===== config.mk =====
export PLATFORM = sky130hd
export DESIGN_NAME = data_mem_responder
export DESIGN_NICKNAME = d
export VERILOG_FILES = /design/src/rtl/data_mem_responder.sv
export SDC_FILE = /design/constraint.sdc
export NUM_CORES = 2
export LEC_CHECK = 0
export CAP_MARGIN = 20
export CORE_ASPECT_RATIO = 1.2
export CORE_UTILIZATION = 36
export DETAILED_ROUTE_END_ITERATION = 7
export SKIP_LAST_GASP = 1
export SYNTH_ARGS = -nofsm -noshare
export SYNTH_HDL_FRONTEND = slang
export SYNTH_SLANG_ARGS = --single-unit

===== constraint.sdc =====
create_clock -name clk -period 4.25 [get_ports clk]
set_input_delay 0.6375 -clock clk [delete_from_list [all_inputs] [get_ports clk]]
set_output_delay 0.6375 -clock clk [all_outputs]
set_load 0.005 [all_outputs]

===== src/rtl/data_mem_responder.sv =====
// Data-memory responder: accepts one request at a time, inserts WAIT_CYCLES wait
// states, performs the access on a byte-wide array and returns a registered response.
`timescale 1ns/1ps
module data_mem_responder #(
  parameter int ADDR_W      = 8,
  parameter int DATA_W      = 8,
  parameter int DEPTH       = 256,
  parameter int WAIT_CYCLES = 2
) (
  input  logic              clk,
  input  logic              reset,
  input  logic              req_valid,
  output logic              req_ready,
  input  logic              req_write,
  input  logic [ADDR_W-1:0] req_addr,
  input  logic [DATA_W-1:0] req_wdata,
  output logic              resp_valid,
  input  logic              resp_ready,
  output logic [DATA_W-1:0] resp_rdata,
  output logic              resp_err
);

  localparam int          IDX_W    = (DEPTH > 1) ? $clog2(DEPTH) : 1;
  localparam int unsigned DEPTH_U  = DEPTH;
  localparam logic [3:0]  CNT_INIT = (WAIT_CYCLES > 0) ? 4'(WAIT_CYCLES - 1) : 4'd0;

  typedef enum logic [1:0] {
    S_IDLE   = 2'd0,
    S_WAIT   = 2'd1,
    S_ACCESS = 2'd2,
    S_RESP   = 2'd3
  } state_t;

  state_t              state_q, state_d;
  logic [3:0]          cnt_q, cnt_d;
  logic                write_q, write_d;
  logic [ADDR_W-1:0]   addr_q, addr_d;
  logic [DATA_W-1:0]   wdata_q, wdata_d;
  logic                req_ready_q, req_ready_d;
  logic                resp_valid_q, resp_valid_d;
  logic [DATA_W-1:0]   rdata_q, rdata_d;
  logic                err_q, err_d;
  logic                mem_we;
  logic                in_range;
  logic [IDX_W-1:0]    idx;

  logic [DATA_W-1:0]   mem_q [DEPTH];

  assign idx      = addr_q[IDX_W-1:0];
  assign in_range = (32'(addr_q) < DEPTH_U);

  // Handshakes: a transfer happens on a rising edge where valid and ready are both 1.
  // req_ready is high only in IDLE, resp_valid only in RESP, so they never overlap.
  always_comb begin
    state_d      = state_q;
    cnt_d        = cnt_q;
    write_d      = write_q;
    addr_d       = addr_q;
    wdata_d      = wdata_q;
    req_ready_d  = req_ready_q;
    resp_valid_d = resp_valid_q;
    rdata_d      = rdata_q;
    err_d        = err_q;
    mem_we       = 1'b0;
    case (state_q)
      S_IDLE: begin
        if (req_valid) begin
          write_d     = req_write;
          addr_d      = req_addr;
          wdata_d     = req_wdata;
          req_ready_d = 1'b0;
          if (WAIT_CYCLES > 0) begin
            state_d = S_WAIT;
            cnt_d   = CNT_INIT;
          end else begin
            state_d = S_ACCESS;
          end
        end
      end
      S_WAIT: begin
        if (cnt_q == 4'd0) begin
          state_d = S_ACCESS;
        end else begin
          cnt_d = cnt_q - 4'd1;
        end
      end
      S_ACCESS: begin
        if (in_range) begin
          mem_we  = write_q;
          rdata_d = write_q ? wdata_q : mem_q[idx];
          err_d   = 1'b0;
        end else begin
          rdata_d = '0;
          err_d   = 1'b1;
        end
        resp_valid_d = 1'b1;
        state_d      = S_RESP;
      end
      S_RESP: begin
        if (resp_ready) begin
          resp_valid_d = 1'b0;
          req_ready_d  = 1'b1;
          state_d      = S_IDLE;
        end
      end
      default: begin
        state_d      = S_IDLE;
        req_ready_d  = 1'b1;
        resp_valid_d = 1'b0;
      end
    endcase
  end

  always_ff @(posedge clk) begin
    if (reset) begin
      state_q      <= S_IDLE;
      cnt_q        <= 4'd0;
      write_q      <= 1'b0;
      addr_q       <= '0;
      wdata_q      <= '0;
      req_ready_q  <= 1'b1;
      resp_valid_q <= 1'b0;
      rdata_q      <= '0;
      err_q        <= 1'b0;
    end else begin
      state_q      <= state_d;
      cnt_q        <= cnt_d;
      write_q      <= write_d;
      addr_q       <= addr_d;
      wdata_q      <= wdata_d;
      req_ready_q  <= req_ready_d;
      resp_valid_q <= resp_valid_d;
      rdata_q      <= rdata_d;
      err_q        <= err_d;
    end
  end

  // Storage is never reset; a reset on the ACCESS edge still blocks the write.
  always_ff @(posedge clk) begin
    if (mem_we && !reset) begin
      mem_q[idx] <= wdata_q;
    end
  end

  assign req_ready  = req_ready_q;
  assign resp_valid = resp_valid_q;
  assign resp_rdata = rdata_q;
  assign resp_err   = err_q;

endmodule


# Yosys cells after proc, flatten, opt, wreduce, memory -nomap -nowiden
# Memories as Yosys holds them, arrays and structs flattened. A register that Yosys moved wholly into a read port is not among the register bits.
# Cells that the tools add are included.
[word_totals] ff_bits=25 memories=1 ramBits=2048 elab_cells=43
[memory_table] memory="mem_q" words=256 width=8 read_ports=1 rd_clocked_by_memory_dff=1 wr=1 line="47" source="logic [DATA_W-1:0] mem_q [DEPTH];"
[op_classes] addsub=1 mux=15 n_reduce_logical=12 n_eq_ne=7
[op_table] operator="AND reduction 3 bit" count=3
[op_table] operator="two-way mux 4 bit" count=2
[op_table] operator="inequality test 2 bit (second input constant)" count=4
[op_table] operator="one-hot mux 2 bit (4 select lines)" count=1
[op_table] operator="one-hot mux 4 bit (2 select lines)" count=1
[op_table] operator="two-way mux 1 bit" count=6
[op_table] operator="two-way mux 2 bit" count=3
[op_table] operator="nonzero test 2 bit" count=3
[op_table] operator="equality test 2 bit (second input constant)" count=2
[op_table] operator="zero test 4 bit" count=1
[op_table] operator="one-hot mux 1 bit (2 select lines)" count=2
[op_table] operator="AND reduction 2 bit" count=2
[op_table] operator="subtractor 4 x 1 -> 4 bit (second input constant)" count=1
[op_table] operator="equality test 2 x 1 -> 1 bit (second input constant)" count=1
[op_table] operator="zero test 2 bit" count=1
[op_table] operator="logical AND 1 bit" count=1
[op_table] operator="zero test 1 bit" count=1

# Depth between registers and ports, before layout
[depth] ltp_word=5 depth_mapped=12 ltp_nobuf=9

# Worst setup path after synthesis
# OpenSTA, ideal clock, no wires.
[synth_path] path_kind="flip-flop to flip-flop" start="register, netlist name wdata_q[5]" end="register rdata_q[5] (netlist: resp_rdata[5]) (read register of mem_q)" path_slack_ps=-267 path_buffers=0 required_time_ps=4145 arrival_ps=4411 stages_incl_launch_ff=3 path_cell_list="dfxtp_1 o21ai_0 o41ai_1"
[synth_rtl] element="to (decl)" line="41" source="logic [DATA_W-1:0] rdata_q, rdata_d;"

==> flow_results.xml <==
<?xml version="1.0" encoding="UTF-8"?>
<metrics>
  <group name="status">
    <metric name="run_status" unit="">complete, no violations</metric>
  </group>
  <group name="floorplan">
    <metric name="chip_width" unit="um">434</metric>
    <metric name="core_outline_area" unit="sq mm">0.223</metric>
    <metric name="rows" unit="">190</metric>
    <metric name="floorplan.initialDensity" unit="%">36.2</metric>
    <metric name="die_area" unit="sq mm">0.226</metric>
    <metric name="die_height" unit="um">521</metric>
    <metric name="io_pins" unit="">32</metric>
  </group>
  <group name="placed_design">
    <metric name="dp_hpwl" unit="um">141000</metric>
    <metric name="placedInstanceArea" unit="sq mm">0.0868</metric>
    <metric name="number_of_buffers_added_on_ports" unit="">30</metric>
    <metric name="gpl.final_weighted_congestion" unit="">0.864</metric>
  </group>
  <group name="synth">
    <metric name="synthDistinctLibCells" unit="">71</metric>
    <metric name="synth_largest_type_area_fraction" unit="%">76.1</metric>
    <metric name="muxShareOfSynthArea" unit="%">14.4</metric>
    <metric name="syn-cell-area" unit="sq mm">0.0808</metric>
    <metric name="ys_top_cells_by_area" unit="">sky130_fd_sc_hd__edfxtp_1, sky130_fd_sc_hd__mux4_2, sky130_fd_sc_hd__mux2i_1</metric>
    <metric name="synthAdderAreaFrac" unit="%">0.108</metric>
    <metric name="synth_top_area_cell" unit="">sky130_fd_sc_hd__edfxtp_1</metric>
    <metric name="synthXorXnorAreaFrac" unit="%">0.0217</metric>
    <metric name="synth_edf_count" unit="">2048</metric>
    <metric name="synth.net_count" unit="">3956</metric>
    <metric name="synth-simple-area-share" unit="%">3.04</metric>
    <metric name="synth.top_cells.by_count" unit="">sky130_fd_sc_hd__edfxtp_1, sky130_fd_sc_hd__mux4_2, sky130_fd_sc_hd__nor2_1, sky130_fd_sc_hd__mux2i_1, sky130_fd_sc_hd__nand2_1</metric>
    <metric name="synthesis.area_per_instance" unit="sq um">20.6</metric>
    <metric name="yosys_most_used_dff" unit="">sky130_fd_sc_hd__edfxtp_1</metric>
    <metric name="area_fraction_in_compound_gates_after_synthesis" unit="%">3.53</metric>
    <metric name="synth_warnings" unit="">0</metric>
    <metric name="synth_cells" unit="">3928</metric>
    <metric name="largest_family_of_logic_cells_by_synthesized_area" unit="">multiplexers</metric>
    <metric name="synth.most_common_cell" unit="">sky130_fd_sc_hd__edfxtp_1</metric>
    <metric name="postSynth.asyncResetShare" unit="%">0</metric>
    <metric name="sequential_to_total_area_share_from_yosys_stat" unit="%">77.0</metric>
    <metric name="synth-seq-cells" unit="">2081</metric>
  </group>
  <group name="sta">
    <metric name="rsz_0062_raised_after_global_routing" unit="">false</metric>
    <metric name="relSlewSlack" unit="%">13.0</metric>
    <metric name="fin_worst_skew" unit="ns">0.0482</metric>
    <metric name="fin_crit" unit="ns">3.89</metric>
    <metric name="final_min_period_over_clock_period" unit="%">91.5</metric>
    <metric name="report.final.hold_viol_count" unit="">0</metric>
    <metric name="number_of_max_slew_violations_in_the_final_report" unit="">0</metric>
    <metric name="worst-slew-pin-transition" unit="ns">1.31</metric>
    <metric name="setup_viol" unit="">0</metric>
    <metric name="achievable-frequency" unit="MHz">257</metric>
  </group>
  <group name="min_path">
    <metric name="worstHoldPathType" unit="">primary input to register</metric>
  </group>
  <group name="setup_path">
    <metric name="critical_path.max_fanout" unit="">32</metric>
    <metric name="timing.critical_path.required" unit="ns">4.95</metric>
    <metric name="crit_type" unit="">register to register</metric>
    <metric name="arrival" unit="ns">4.59</metric>
    <metric name="critPathCaptureType" unit="">register</metric>
    <metric name="worst_setup_path_start_kind" unit="">register</metric>
  </group>
  <group name="clocking">
    <metric name="post_cts_resized" unit="">0</metric>
    <metric name="clock_path_buffers" unit="">3</metric>
    <metric name="post-cts-setup-buffer-count" unit="">0</metric>
    <metric name="clk_latency" unit="ns">0.85</metric>
    <metric name="clock_sink_count" unit="">2081</metric>
    <metric name="tritoncts_clock_tree" unit="">yes</metric>
    <metric name="cts.hold.buffers_added" unit="">0</metric>
    <metric name="clock_tree.root_cell" unit="">sky130_fd_sc_hd__clkbuf_16</metric>
    <metric name="tritoncts.num_buffers" unit="">192</metric>
    <metric name="htree_num_levels" unit="">4</metric>
    <metric name="worst_setup_hold_path_clk_slew" unit="ns">0.06</metric>
  </group>
  <group name="global_routing">
    <metric name="grt_use_met2" unit="%">32.1</metric>
    <metric name="total_routing_usage_gr" unit="%">19.3</metric>
    <metric name="grt_overflow_total" unit="">0</metric>
    <metric name="grt_max_degree" unit="">205</metric>
    <metric name="met3_track_demand_over_resource" unit="%">2.91</metric>
    <metric name="first_global_vias" unit="">42100</metric>
    <metric name="grt_util_met1" unit="%">24.8</metric>
    <metric name="globalRoute.busiestLayer" unit="">met2</metric>
    <metric name="grt_antenna_before_repair" unit="">6</metric>
    <metric name="grt_pass1_wl" unit="um">311000</metric>
  </group>
  <group name="routing">
    <metric name="wire_per_inst" unit="um">29.4</metric>
    <metric name="drt_wl_total" unit="um">219000</metric>
    <metric name="antenna_nets_post_route" unit="">0</metric>
    <metric name="detail_route.iter0.violations" unit="">4582</metric>
    <metric name="drt_first_pass_iters" unit="">5</metric>
    <metric name="dr_total_vias" unit="">41400</metric>
    <metric name="post_drt_via_cell_ratio" unit="">5.55</metric>
    <metric name="drc" unit="">0</metric>
  </group>
  <group name="finish">
    <metric name="synthToLayoutAreaGrowth" unit="%">15.3</metric>
    <metric name="layout_cells_sized_above_1" unit="%">26.1</metric>
    <metric name="multi_input_comb_area" unit="sq mm">0.0171</metric>
    <metric name="finish.instance_area" unit="sq mm">0.0931</metric>
    <metric name="final_stage_net_count" unit="">4342</metric>
    <metric name="storage_cell_area" unit="sq mm">0.0622</metric>
    <metric name="filler_cell_count" unit="">19400</metric>
  </group>
  <group name="run">
    <metric name="timing.max_cap.violations" unit="">0</metric>
  </group>
  <group name="power_and_ir_drop">
    <metric name="cellPowerDensity" unit="mW/mm^2">517</metric>
    <metric name="vdd_drop_max" unit="uV">465</metric>
    <metric name="power.total" unit="mW">48.1</metric>
    <metric name="cellLeakagePower" unit="nW">28.7</metric>
  </group>
</metrics>
worst max-delay path, cell delays in order (launching register included):
cell                        delay, ns
sky130_fd_sc_hd__dfxtp_4         0.91
sky130_fd_sc_hd__buf_12          0.31
sky130_fd_sc_hd__buf_4           0.29
sky130_fd_sc_hd__buf_4           0.39
sky130_fd_sc_hd__mux2i_1         0.24
sky130_fd_sc_hd__a22oi_1         0.13
sky130_fd_sc_hd__nand2_1         0.14
sky130_fd_sc_hd__a21oi_1         0.09
sky130_fd_sc_hd__nor4_1          0.64
sky130_fd_sc_hd__buf_4           0.23
sky130_fd_sc_hd__nand2_1         0.06
sky130_fd_sc_hd__o2bb2ai_1       0.16
stage by stage:
step / hold slack, ns / setup TNS [ns] / instances / setup slack, ns / util, %
after floorplan: 0.450 / -5.62 / 3928 / -0.0219 / -
after global placement: 0.492 / 0 / 7094 / 0.326 / 38.9
after detailed placement: 0.503 / 0 / 7095 / 0.316 / 38.9
after CTS: 0.278 / 0 / 7447 / 0.280 / 41.7
after global routing: 0.308 / 0 / 7450 / 0.224 / 41.7
final: 0.334 / 0 / 7451 / 0.360 / 41.7
where the power goes:
| part | leakage, nW | internal, mW | total [mW] | switching (mW) |
|---|---|---|---|---|
| registers | 19.1 | 23.4 | 23.9 | 0.476 |
| logic | 6.51 | 2.51 | 6.94 | 4.44 |
| clock network | 3.06 | 9.67 | 17.3 | 7.61 |
| total | 28.7 | 35.6 | 48.1 | 12.5 |
sequential cells by signal, indices dropped and copies added, names as in the netlist:
signal and flops:
mem_q 2048, addr_q 8, resp_rdata 8, wdata_q 8
cnt_q 4, state_q 2, req_ready 1, resp_valid 1
write_q 1
cell type report:
cell class / instances / share of cell area, %
sequential: 2081 / 66.8
multi-input combinational: 1589 / 18.4
clock buffer: 244 / 5.51
tap: 2976 / 4.00
timing repair buffer: 438 / 3.99
clock inverter: 108 / 1.23
inverter: 12 / 0.0484
antenna: 3 / 0.00806
cells by family after synthesis:
kind of cell | count (synthesis)
DFF | 2081
muxes | 603
and+or+nand+nor | 575
AOI/OAI and AO/OA | 401
buffers and inverters | 258
adders and majority gates | 7
xor gates and xnor gates | 2
other | 1
metal layers:
| metal | up-vias | wire length [um] |
|---|---|---|
| met4 | 4 | 10600 |
| met2 | 1763 | 109000 |
| met5 | - | 26 |
| met3 | 395 | 14900 |
| met1 | 22100 | 84000 |
| li1 | 17100 | - |
placed cells by master (no fill, tap or decap), types with 27 or more instances in the layout:
| cell | instances |
|---|---|
| sky130_fd_sc_hd__a22oi_1 | 93 |
| sky130_fd_sc_hd__clkdlybuf4s50_1 | 29 |
| sky130_fd_sc_hd__clkinv_2 | 32 |
| sky130_fd_sc_hd__clkbuf_1 | 44 |
| sky130_fd_sc_hd__buf_12 | 27 |
| sky130_fd_sc_hd__mux4_2 | 448 |
| sky130_fd_sc_hd__clkinv_1 | 41 |
| sky130_fd_sc_hd__mux2i_1 | 154 |
| sky130_fd_sc_hd__nand2_1 | 140 |
| sky130_fd_sc_hd__o22ai_1 | 89 |
| sky130_fd_sc_hd__nor2_1 | 281 |
| sky130_fd_sc_hd__nand3_1 | 28 |
| sky130_fd_sc_hd__a21oi_1 | 54 |
| sky130_fd_sc_hd__nor3_1 | 49 |
| sky130_fd_sc_hd__edfxtp_1 | 2048 |
| sky130_fd_sc_hd__buf_4 | 380 |
| sky130_fd_sc_hd__clkbuf_16 | 196 |
worst paths after layout:
path	start	to	slack, ns	cells past startpoint
worst max-delay path	addr_q[1]$_SDFFE_PP0P_	resp_rdata[4]$_SDFFE_PP0P_	0.36	11
worst min-delay path	req_wdata[0]	wdata_q[0]$_SDFFE_PP0P_	0.33	3
worst max register to register	addr_q[1]$_SDFFE_PP0P_	resp_rdata[4]$_SDFFE_PP0P_	0.36	11
worst min register to register	cnt_q[0]$_SDFFE_PP0P_	cnt_q[0]$_SDFFE_PP0P_	0.52	1
(Power assumes the default switching activity.)
